File: src/rtl/nco_sin_monitor_if.sv
// Sample stream from the NCO output stage into the sine monitor.
interface nco_sin_monitor_if #(
  parameter int unsigned mpr = 18
);
  logic [mpr-1:0] fsin_i;
  logic           in_valid;

  modport master (output fsin_i, output in_valid);
  modport slave  (input  fsin_i, input  in_valid);
endinterface

File: src/rtl/nco_sin_monitor.sv
// Sine stream checker: hysteretic rising-zero-crossing detector measuring period
// (in accepted samples) and peak-to-peak amplitude per cycle, with timeout.
module nco_sin_monitor #(
  parameter int unsigned mpr  = 18,
  parameter int unsigned cntw = 24,
  parameter int unsigned hyst = 64,
  parameter int unsigned tmo  = 1048575
) (
  input  logic                 clk,
  input  logic                 reset_n,
  input  logic                 clken,
  input  logic                 sclr,
  nco_sin_monitor_if.slave     smp,
  output logic [cntw-1:0]      period_o,
  output logic [mpr:0]         pp_o,
  output logic                 meas_valid_o,
  output logic                 timeout_o,
  output logic                 locked_o
);

  localparam logic [1:0] IDLE = 2'd0;
  localparam logic [1:0] ARM0 = 2'd1;
  localparam logic [1:0] RUNP = 2'd2;
  localparam logic [1:0] RUNN = 2'd3;

  localparam logic [cntw-1:0]       cnt_sat = '1;
  localparam logic [cntw-1:0]       cnt_tmo = cntw'(tmo);
  localparam logic signed [mpr-1:0] th_pos  = mpr'(hyst);
  localparam logic signed [mpr-1:0] th_neg  = -th_pos;

  logic [1:0]              state, state_nxt;
  logic [cntw-1:0]         cnt, cnt_nxt, cnt_inc;
  logic signed [mpr-1:0]   pk_max, pk_max_nxt, pk_min, pk_min_nxt;
  logic [cntw-1:0]         period_nxt;
  logic [mpr:0]            pp_nxt, pp_calc;
  logic                    meas_nxt, tmo_nxt, locked_nxt;

  logic signed [mpr-1:0]   x, hi, lo;
  logic                    acc, is_neg, is_pos;

  assign x       = smp.fsin_i;
  assign acc     = clken & smp.in_valid;
  assign is_neg  = x < th_neg;
  assign is_pos  = x >= th_pos;
  assign hi      = (x > pk_max) ? x : pk_max;
  assign lo      = (x < pk_min) ? x : pk_min;
  // Sign-extend before subtracting so the full input range cannot overflow.
  assign pp_calc = {hi[mpr-1], hi} - {lo[mpr-1], lo};
  assign cnt_inc = (cnt == cnt_sat) ? cnt : cnt + cntw'(1);

  // Next-state, datapath and pulse generation.
  always_comb begin
    state_nxt  = state;
    cnt_nxt    = cnt;
    pk_max_nxt = pk_max;
    pk_min_nxt = pk_min;
    period_nxt = period_o;
    pp_nxt     = pp_o;
    meas_nxt   = 1'b0;
    tmo_nxt    = 1'b0;
    locked_nxt = locked_o;

    if (clken && sclr) begin
      state_nxt  = IDLE;
      cnt_nxt    = '0;
      locked_nxt = 1'b0;
    end else if (acc) begin
      case (state)
        IDLE: begin
          if (is_neg) state_nxt = ARM0;
        end
        ARM0: begin
          if (is_pos) begin
            state_nxt  = RUNP;
            cnt_nxt    = cntw'(1);
            pk_max_nxt = x;
            pk_min_nxt = x;
          end
        end
        default: begin
          pk_max_nxt = hi;
          pk_min_nxt = lo;
          // A crossing on the timeout sample still counts as a measurement.
          if (state == RUNN && is_pos) begin
            state_nxt  = RUNP;
            period_nxt = cnt;
            pp_nxt     = pp_calc;
            cnt_nxt    = cntw'(1);
            pk_max_nxt = x;
            pk_min_nxt = x;
            meas_nxt   = 1'b1;
            locked_nxt = 1'b1;
          end else if (cnt == cnt_tmo) begin
            state_nxt  = IDLE;
            cnt_nxt    = '0;
            tmo_nxt    = 1'b1;
            locked_nxt = 1'b0;
          end else begin
            cnt_nxt = cnt_inc;
            if (state == RUNP && is_neg) state_nxt = RUNN;
          end
        end
      endcase
    end
  end

  // State and output registers; pulses clear every edge regardless of clken.
  always_ff @(posedge clk or negedge reset_n) begin
    if (!reset_n) begin
      state        <= IDLE;
      cnt          <= '0;
      pk_max       <= '0;
      pk_min       <= '0;
      period_o     <= '0;
      pp_o         <= '0;
      meas_valid_o <= 1'b0;
      timeout_o    <= 1'b0;
      locked_o     <= 1'b0;
    end else begin
      state        <= state_nxt;
      cnt          <= cnt_nxt;
      pk_max       <= pk_max_nxt;
      pk_min       <= pk_min_nxt;
      period_o     <= period_nxt;
      pp_o         <= pp_nxt;
      meas_valid_o <= meas_nxt;
      timeout_o    <= tmo_nxt;
      locked_o     <= locked_nxt;
    end
  end

endmodule

File: src/flat_wrapper.sv
// flat-port wrapper written by rule: the top's interface ports become plain ports
module nco_sin_monitor_flat 
#(
  parameter int unsigned mpr  = 18,
  parameter int unsigned cntw = 24,
  parameter int unsigned hyst = 64,
  parameter int unsigned tmo  = 1048575
)
  (clk, reset_n, clken, sclr, period_o, pp_o, meas_valid_o, timeout_o, locked_o, smp_fsin_i, smp_in_valid);
  nco_sin_monitor_if #(.mpr(mpr)) smp_i ();
  input  logic clk;
  input  logic reset_n;
  input  logic clken;
  input  logic sclr;
  output logic [cntw-1:0] period_o;
  output logic [mpr:0] pp_o;
  output logic meas_valid_o;
  output logic timeout_o;
  output logic locked_o;
  input wire logic [$bits(smp_i.fsin_i)-1:0] smp_fsin_i;
  input wire logic [$bits(smp_i.in_valid)-1:0] smp_in_valid;
  assign smp_i.fsin_i = smp_fsin_i;
  assign smp_i.in_valid = smp_in_valid;
  nco_sin_monitor #(.mpr(mpr), .cntw(cntw), .hyst(hyst), .tmo(tmo)) u_core (.clk(clk), .reset_n(reset_n), .clken(clken), .sclr(sclr), .smp(smp_i), .period_o(period_o), .pp_o(pp_o), .meas_valid_o(meas_valid_o), .timeout_o(timeout_o), .locked_o(locked_o));
endmodule
File: config.mk
export PLATFORM = sky130hd
export DESIGN_NAME = nco_sin_monitor_flat
export DESIGN_NICKNAME = d
export VERILOG_FILES = /design/src/rtl/nco_sin_monitor_if.sv /design/src/rtl/nco_sin_monitor.sv /design/src/flat_wrapper.sv
export SDC_FILE = /design/constraint.sdc
export NUM_CORES = 1
export LEC_CHECK = 0
export ABC_CLOCK_PERIOD_IN_PS = 9300
export CAP_MARGIN = 0
export CORE_MARGIN = 3
export CORE_UTILIZATION = 55
export CTS_CLUSTER_SIZE = 16
export DETAILED_ROUTE_END_ITERATION = 12
export PLACE_DENSITY = 0.77
export SLEW_MARGIN = 20
export SYNTH_ARGS = -nofsm -noshare
export SYNTH_HDL_FRONTEND = slang
export SYNTH_SLANG_ARGS = --single-unit
File: constraint.sdc
create_clock -name clk -period 9.3 [get_ports clk]
set_clock_uncertainty 0.05 [all_clocks]
set_input_delay 1.86 -clock clk [delete_from_list [all_inputs] [get_ports clk]]
set_output_delay 1.86 -clock clk [all_outputs]
set_load 0.1 [all_outputs]
==> results.toml <==
[final_layout]
drive_gt1_share_pct = 7.018
fin_cells = 1023
fillers = 1016
finish.utilization_pct = 66.27
area_delta_synth_final_pct = 16.89
final_cell_area_sq_um = 7993
final_net_count = 926
antenna_cells = 0

[timing]
slew_headroom_pct = 33.82
slew_violations = 0
finalSetupTns_ps = 0
grt_setup_unrepaired = "false"
setup_viol = 0
finalCritPeriodShare_pct = 76.91
setup_ws_ps = 2147
max_freq_mhz = 139.8
finalHoldViolations = 0
worst_pin_slew_ps = 972.0
min_period_ps = 7153

[setup_path]
crit_buf_inv = 1
cp_slowest_stage_delay_ps = 870
crit_fanout = 37
path_cells = "clkdlybuf4s50_1 > ha_1 > and4_1 > and4_1 > o21ai_1 > o2111ai_2 > mux2i_4 > nor2_1 > a21o_1 > ha_1 > nor2b_1 > o21ai_0 > a21boi_0 > o21ai_0 > a21oi_1 > a211oi_1 > o31a_1 > a21oi_2 > a211oi_1 > or4_1 > nand3_1"
start_kind = "input pin"
timing.rr.start = "u_core.pk_max[17]"
critPathArrivalTime_ps = 7400
critPathRequiredTime_ps = 9550
critPathLaunch = "smp_fsin_i[17]"
crit_path_top_delay_cell = "mux2i_4"
reg2reg_depth = 21
r2r_end = "u_core.pp_o[17]"
rrSetupSlack_ps = 3860
crit_family = "compound AO/OA/AOI/OAI gates"
crit_type = "in2reg"
end_kind = "flip-flop"

[clocking]
path_clk_slew_ps = 70
worstSkewPairLatency_ps = 360
cts_root_buf = "clkbuf_16"
cts.sinks = 108
post-cts-setup-buffers = 0
tritoncts = "done"
cts_resized = 0
cts_hold_buf = 0
htree_levels = 3
cts_buffers = 9
clock_path_buffers = 2

[yosys]
synth_seq_cells = 108
synth_flop_cell = "dfrtp_1"
synth_nets = 867
synth_area_sq_um = 6838
yosysTopAreaCellShare_pct = 39.52
synth_top_area_cell = "dfrtp_1"
synth_cell_type_count = 70
seq_area_frac_synth_pct = 39.52
ys.warnings.count = 0
yosys-top-cells-area = "dfrtp_1 40%, ha_1 9.5%, nand2_1 8.6%, o21ai_0 5.7%, a21oi_1 3.2%"
synth-edff-count = 0
postSynthCellCount = 791
async_flop_share_pct = 100.0
avgSynthCellArea_sq_um = 8.645

[route]
first_iter_violations = 483
vias_per_cell = 5.782
wl_um = 16820
drc = 0
num_vias = 5915
drtPass1Iterations = 5
antenna_left = 0
routedWlPerCell_um = 16.44

[min_path]
min_to = "u_core.period_o[19]"
hp-start = "u_core.period_o[19]"
hold_class = "reg2reg"
whs_path_depth = 2

[power_and_ir_drop]
leakage_nw = 3.714
vdd_drop_max_uv = 316.4
power_density_nw_per_um2 = 376.1

[placed_design]
dpl_worst_slack_ps = 1857
globalplace.congestion = 0.8947
place_area_sq_um = 7670
hpwl_um = 12190
io_buffers = 68
dp_cells = 1007

[grt]
grt-ovfl-total = 0
grt_usage_pct = 25.23
grt_max_degree = 75
antenna_found_initial = 0
grt_pass1_wl_um = 28700
grt_pass1_vias = 5846

[job]
cap_viol_max_count = 0

[die]
die-area_sq_um = 13810
core_area_sq_um = 12060
rows = 40
pin_count = 69
start_util_pct = 56.69
die_h_um = 117.5
die_w_um = 117.5

[status]
status = "finished clean"
final cells by class:
class	instances	area, sq um	share of cell area, %
tap	168	210.2	2.630
multi-input combinational	599	3816	47.75
inverter	58	217.7	2.724
clock inverter	6	93.84	1.174
clock buffer	10	229.0	2.865
timing repair buffer	74	723.2	9.048
sequential	108	2703	33.81
layer usage:
metal | track usage [%] | share of wire, % | up-vias
li1 | - | - | 2884
met1 | 34.79 | 47 | 2780
met2 | 40.82 | 46 | 216
met3 | 4.133 | 5.3 | 35
met4 | 8.498 | 2.4 | 0
met5 | 0 | 0 | -
report_power, final:
| group | switching (mW) | total [mW] | internal, mW |
|---|---|---|---|
| combinational | 1.22 | 1.91 | 0.687 |
| clock | 0.181 | 0.420 | 0.239 |
| sequential | 0.0805 | 0.677 | 0.597 |
| total | 1.48 | 3.01 | 1.52 |
flip-flops by register name (all words and copies together) (netlist names), named ones only:
name and cells:
u_core.cnt 24, u_core.period_o 24, u_core.pp_o 19, u_core.pk_min 18, u_core.pk_max 17, u_core.state 2
u_core.locked_o 1, u_core.meas_valid_o 1, u_core.timeout_o 1
how the worst max path moves through the flow:
stage                      end  cells past startpoint
6_report       u_core.pp_o[17]                     21
2_1_floorplan  u_core.pp_o[17]                     21
4_1_cts        u_core.pp_o[17]                     21
3_3_place_gp   u_core.pp_o[17]                     20
3_5_place_dp   u_core.pp_o[17]                     21
5_1_grt        u_core.pp_o[17]                     21
layout by cell type (no fill, tap or decap), drive strengths merged, types with 4 or more instances in the layout:
master	Yosys	layout
xor2	17	17
nand4	12	12
nor3	8	8
a21o	9	9
and4	6	6
xnor2	11	11
nor3b	5	5
nand2	156	156
clkdlybuf4s50	0	67
nor2	50	50
mux2	21	21
buf	5	7
nand3	23	23
or3	7	7
inv	57	59
ha	52	52
or4	4	4
and3	12	12
o21ai	81	81
nor4	4	4
clkbuf	21	10
a21oi	45	45
a211oi	9	9
nand2b	4	4
dfrtp	108	108
nor2b	8	8
o21a	6	6
metrics by stage:
| step | total power [mW] | hold WS [ps] |
|---|---|---|
| detailed placement | 2.567 | 411.7 |
| CTS | 2.999 | 429.3 |
| global placement | 2.518 | 408.4 |
| floorplan | 2.128 | 399.3 |
| finish | 3.006 | 426.9 |
| global route | 3.250 | 450.9 |
cells in the mapped netlist, drive strengths merged, types with 2 or more instances:
cell and instances:
ha 52, and3 12, nor3 8, clkbuf 21
nor4 4, nor3b 5, or3 7, a31oi 3
o31ai 2, o2111a 3, and2 2, a221o 2
mux2i 3, nand2b 4, o21a 6, buf 5
xnor2 11, nor4b 2, nor2 50, a21boi 3
or4 4, nor2b 8, and4 6, a221oi 3
o2111ai 3, dfrtp 108, nand2 156, a21o 9
a211oi 9, mux2 21, xor2 17, nand4 12
o21ai 81, o31a 3, a21oi 45, inv 57
nand3 23, o211ai 3
tightest hold or removal path, cell delays in order, from the launching register on:
cell and delay [ps]:
dfrtp_1 340, nand2_1 50, nand2_1 60
cell families after synthesis:
kind of cell	synth area share [%]
multiplexers	4.373
adder cells (fa/ha/maj)	9.972
XOR/XNOR	3.586
AO/OA/AOI/OAI	17.35
AND/OR/NAND/NOR	20.48
flip-flops	39.52
buffers and inverters	4.721
Power figures use the tool's default switching activity.
